`config.mk`:
```
export PLATFORM = sky130hd
export DESIGN_NAME = gold_scrambler
export DESIGN_NICKNAME = d
export VERILOG_FILES = /design/src/rtl/gold_scrambler.sv
export SDC_FILE = /design/constraint.sdc
export NUM_CORES = 1
export LEC_CHECK = 0
export CAP_MARGIN = 5
export CORE_MARGIN = 3
export CORE_UTILIZATION = 56
export DETAILED_ROUTE_END_ITERATION = 8
export PLACE_DENSITY = 0.91
export SETUP_SLACK_MARGIN = 0.5
export SYNTH_ARGS = -nofsm -noshare
export SYNTH_HDL_FRONTEND = slang
export SYNTH_SLANG_ARGS = --single-unit
```
`constraint.sdc`:
```
create_clock -name clk -period 2.7 [get_ports clk]
set_clock_uncertainty 0.15 [all_clocks]
set_input_delay 0.27 -clock clk [delete_from_list [all_inputs] [get_ports clk]]
set_output_delay 0.27 -clock clk [all_outputs]
set_load 0.005 [all_outputs]
```
`src/rtl/gold_scrambler.sv`:
```
// Gold-sequence (length-31 LFSR pair) bit scrambler with valid/ready in and out.
// Optional macro SCR_SEQ_OUT_EN adds the gold_bit output carrying c(n) per accepted bit.
module gold_scrambler #(
  parameter int NC      = 1600,
  parameter int SEQ_LEN = 1920
) (
  input  logic        clk,
  input  logic        rst,
  input  logic [30:0] seed,
  input  logic        seed_valid,
  input  logic        in_bit,
  input  logic        in_valid,
  output logic        in_ready,
  output logic        out_bit,
  output logic        out_valid,
  input  logic        out_ready,
  output logic        busy,
  output logic        done
`ifdef SCR_SEQ_OUT_EN
  ,
  output logic        gold_bit
`endif
);

  localparam int CNT_MAX = (NC > SEQ_LEN) ? NC : SEQ_LEN;
  localparam int CNT_W   = (CNT_MAX > 1) ? $clog2(CNT_MAX) : 1;
  localparam logic [CNT_W-1:0] NC_LAST  = (NC > 0) ? CNT_W'(NC - 1) : '0;
  localparam logic [CNT_W-1:0] SEQ_LAST = (SEQ_LEN > 0) ? CNT_W'(SEQ_LEN - 1) : '0;

  typedef enum logic [1:0] {IDLE, WARMUP, RUN} state_t;

  state_t           state;
  logic [30:0]      x1;
  logic [30:0]      x2;
  logic [CNT_W-1:0] cnt;
  logic             accept;

  function automatic logic [30:0] x1_next(input logic [30:0] x);
    return {x[3] ^ x[0], x[30:1]};
  endfunction

  function automatic logic [30:0] x2_next(input logic [30:0] x);
    return {x[3] ^ x[2] ^ x[1] ^ x[0], x[30:1]};
  endfunction

  assign in_ready = (state == RUN) && (!out_valid || out_ready);
  assign accept   = in_valid && in_ready;

  always_ff @(posedge clk or posedge rst) begin
    if (rst) begin
      state     <= IDLE;
      x1        <= '0;
      x2        <= '0;
      cnt       <= '0;
      out_bit   <= 1'b0;
      out_valid <= 1'b0;
      busy      <= 1'b0;
      done      <= 1'b0;
`ifdef SCR_SEQ_OUT_EN
      gold_bit  <= 1'b0;
`endif
    end else begin
      done <= 1'b0;
      // Output register drains independently of state; a new accept below overrides.
      if (out_ready && !accept)
        out_valid <= 1'b0;
      case (state)
        IDLE: begin
          if (seed_valid) begin
            x1    <= 31'h0000_0001;
            x2    <= seed;
            cnt   <= '0;
            busy  <= 1'b1;
            state <= (NC == 0) ? RUN : WARMUP;
          end
        end
        WARMUP: begin
          x1 <= x1_next(x1);
          x2 <= x2_next(x2);
          if (cnt == NC_LAST) begin
            cnt   <= '0;
            state <= RUN;
          end else begin
            cnt <= cnt + 1'b1;
          end
        end
        RUN: begin
          if (accept) begin
            out_bit   <= in_bit ^ x1[0] ^ x2[0];
            out_valid <= 1'b1;
`ifdef SCR_SEQ_OUT_EN
            gold_bit  <= x1[0] ^ x2[0];
`endif
            x1 <= x1_next(x1);
            x2 <= x2_next(x2);
            if (cnt == SEQ_LAST) begin
              cnt   <= '0;
              busy  <= 1'b0;
              done  <= 1'b1;
              state <= IDLE;
            end else begin
              cnt <= cnt + 1'b1;
            end
          end
        end
        default: begin
          state <= IDLE;
          busy  <= 1'b0;
        end
      endcase
    end
  end

endmodule

```
==> out/summary.txt <==
Crit end category: output pin
Clk sinks: 79
DRC viols: 0
First-pass GRT wire length: 13140 um
Compound-gate portion of the synthesized area: 0.1114
Post-route minimum period: 2.151 ns
Starting Density: 0.5841
Syn Nets: 426
Final period util: 0.7966
Initial antenna violation count: 0
WP data required: 2.28 ns
Largest net degree at the start of global routing: 80
H-tree levels: 3
Routed wire length: 7729 um
Vert. Die Dim: 87.61 um
Clock tree buffer depth: 2
Area leader, netlist: dfrtp_1
Pre-antenna DRT Iters: 4
RSZ-0062 raised after global routing: true
Synth Area in XOR/XNOR: 0.01409
EDFF count, synth: 0
Post-synth ARST share: 1.000
Status: completed
Syn avg cell area: 9.713 sq um
Mapped Cells: 384
Netlist cell types: 46
Synth warn: 0
Core area: 6386 sq um
CTS root buffer: clkbuf_8
WP data arrival: 1.73 ns
Die width: 87.61 um
Clock Latency Late Sink: 0.34 ns
Startpoint types: flop
Final Cell Area: 4561 sq um
Crit-path cells: inv_2 > ha_4 > and2_1 > clkdlybuf4s50_1
Die area: 7676 sq um
Slew Viols, Final: 0
Commonest non-fill, non-tap cell in the layout: nand2_1
Post-synthesis simple-gate area fraction: 0.2070
WL/cell: 15.27 um
Buffers on Ports: 41
Worst-path fanout max: 8
Row count: 29
Max Cap Viol: 0
Via count: 2879
Gr usage total: 0.2171
Pwr per Cell Area: 894.6 nW/um^2
Largest family of logic cells by synthesized area: simple AND/OR/NAND/NOR gates
Vias per Instance: 5.690
CTS tree: built
Setup TNS: 0 ns
Synthesis-to-finish area growth: 22.27%
Final net count: 466
Least-Margin Pin Slew: 0.5687 ns
Antenna diodes: 0
Layout cells sized above 1: 0.1166
Critical-path top delay cell: clkdlybuf4s50_1
Number of register bits inferred by synthesis: 79
Buf/Inv on CP: 2
HP Class: in2async
CP delay by family, top: buffers and inverters
Final hold vios: 0
Placed Area: 4209 sq um
Fmax: 464.9 MHz
Post-synth top area share: 0.5300
Post-DP HPWL: 4877 um
Leakage power: 2.114 nW
CTS Buf Count: 9
Most frequent cells in the layout: nand2_1 (99), dfrtp_1 (76), clkdlybuf4s50_1 (41)
Critical path class: reg2out
Initial DRC Count: 224
Synth area leaders: dfrtp_1 (53%), nand2_1 (10%), mux2i_1 (8.1%), o21ai_0 (5.8%), nand3_1 (4.8%)
Top FF cell, synth: dfrtp_1
Critical Path Max Stage Delay: 0.50 ns
Worst-path clk slew: 0.08 ns
Adder-cell share of the synthesized area: 0.01677
Placer Congestion: 0.8204
I/O pins: 42
Multiplexer share of the synthesized area: 0.08353
GRT overflow: 0
Synthesized cell area: 3730 sq um
Vias in the first global route: 2886
Routed Antenna Nets: 0
Max VDD drop: 0.0006628 V
Final setup viols: 0
Relative slew slack: 0.6209
Sequential share of the synthesized area: 0.5300
worst paths after layout:
kind,to,startpoint,depth (start not counted),slack [ns]
max reg2reg,cnt[7]$_DFFE_PP0P_,state[1]$_DFFE_PP0P_,7,0.55
min in group clk,x1[5]$_DFFE_PP0P_,x1[5]$_DFFE_PP0P_,2,0.32
max in group asynchronous,cnt[8]$_DFFE_PP0P_,rst,3,1.82
min reg2reg,x1[5]$_DFFE_PP0P_,x1[5]$_DFFE_PP0P_,2,0.32
max,in_ready,state[0]$_DFFE_PP0P_,4,0.55
min,x2[5]$_DFFE_PP0P_,rst,3,0.22
kinds of logic after synthesis:
kind of cell,after synthesis
and+or+nand+nor,167
DFF,79
AOI/OAI and AO/OA,66
muxes,31
buffers and inverters,30
xor gates and xnor gates,6
adders and majority gates,5
registers in the layout, indices dropped and copies added, names as in the netlist:
register   cells
x1            31
x2            31
cnt           11
state          2
busy           1
done           1
out_bit        1
out_valid      1
layer usage:
layer / share of wire / track usage / vias to the layer above
met5: 0 / 0 / -
met4: 0.013 / 0.05997 / 0
met3: 0.046 / 0.05833 / 12
met2: 0.53 / 0.3774 / 89
met1: 0.42 / 0.2676 / 1385
li1: - / - / 1393
cell type report:
class | instances | area [sq um]
clock buffer | 11 | 151.4
clock inverter | 5 | 103.9
fill | 441 | 1826
inverter | 7 | 30.03
multi-input combinational | 275 | 1664
sequential | 79 | 1981
tap | 77 | 96.34
timing repair buffer | 52 | 534.3
cell usage after synthesis (all sizes together) (3+ instances only):
cell and count:
nand2 100, dfrtp 79, o21ai 46, nand3 37
mux2i 30, clkbuf 17, nor2 9, inv 7
buf 6, ha 5, o31ai 4, xnor2 4
a31oi 3, nand2b 3, nor3 3
stage by stage:
step           worst slack (ns)  std cells  power, mW    util  hold slack [ns]
2_1_floorplan            0.5511        384      2.607       -           0.2372
3_3_place_gp             0.4925        485      2.867  0.6591           0.2993
3_5_place_dp             0.3908        485      2.948  0.6591           0.3051
4_1_cts                  0.5034        504      4.072  0.7075           0.2482
5_1_grt                  0.4643        506      4.334  0.7141           0.2592
6_report                 0.5491        506      4.080  0.7141           0.2202
worst register-to-register path: cells and delay by family, from the launching register on:
kind | cells | cell delay (ns)
simple gates | 1 | 0.34
fa+ha+maj | 1 | 0.19
flops | 1 | 0.40
compound gates | 3 | 0.59
buf+inv | 2 | 0.37
where the power goes:
group | internal (mW) | switching (mW)
Clock | 0.665 | 0.423
Combinational | 0.584 | 0.742
Sequential | 1.48 | 0.190
Total | 2.73 | 1.35
repair_timing:
action / CTS / global route
resized for setup: 7 / 12
buffers inserted: 3 / 2
cloned: 0 / 0
pin swaps: 0 / 1
setup endpoints to repair: 15 / 37
hold buffers: 0 / 0
Power figures use the tool's default switching activity.
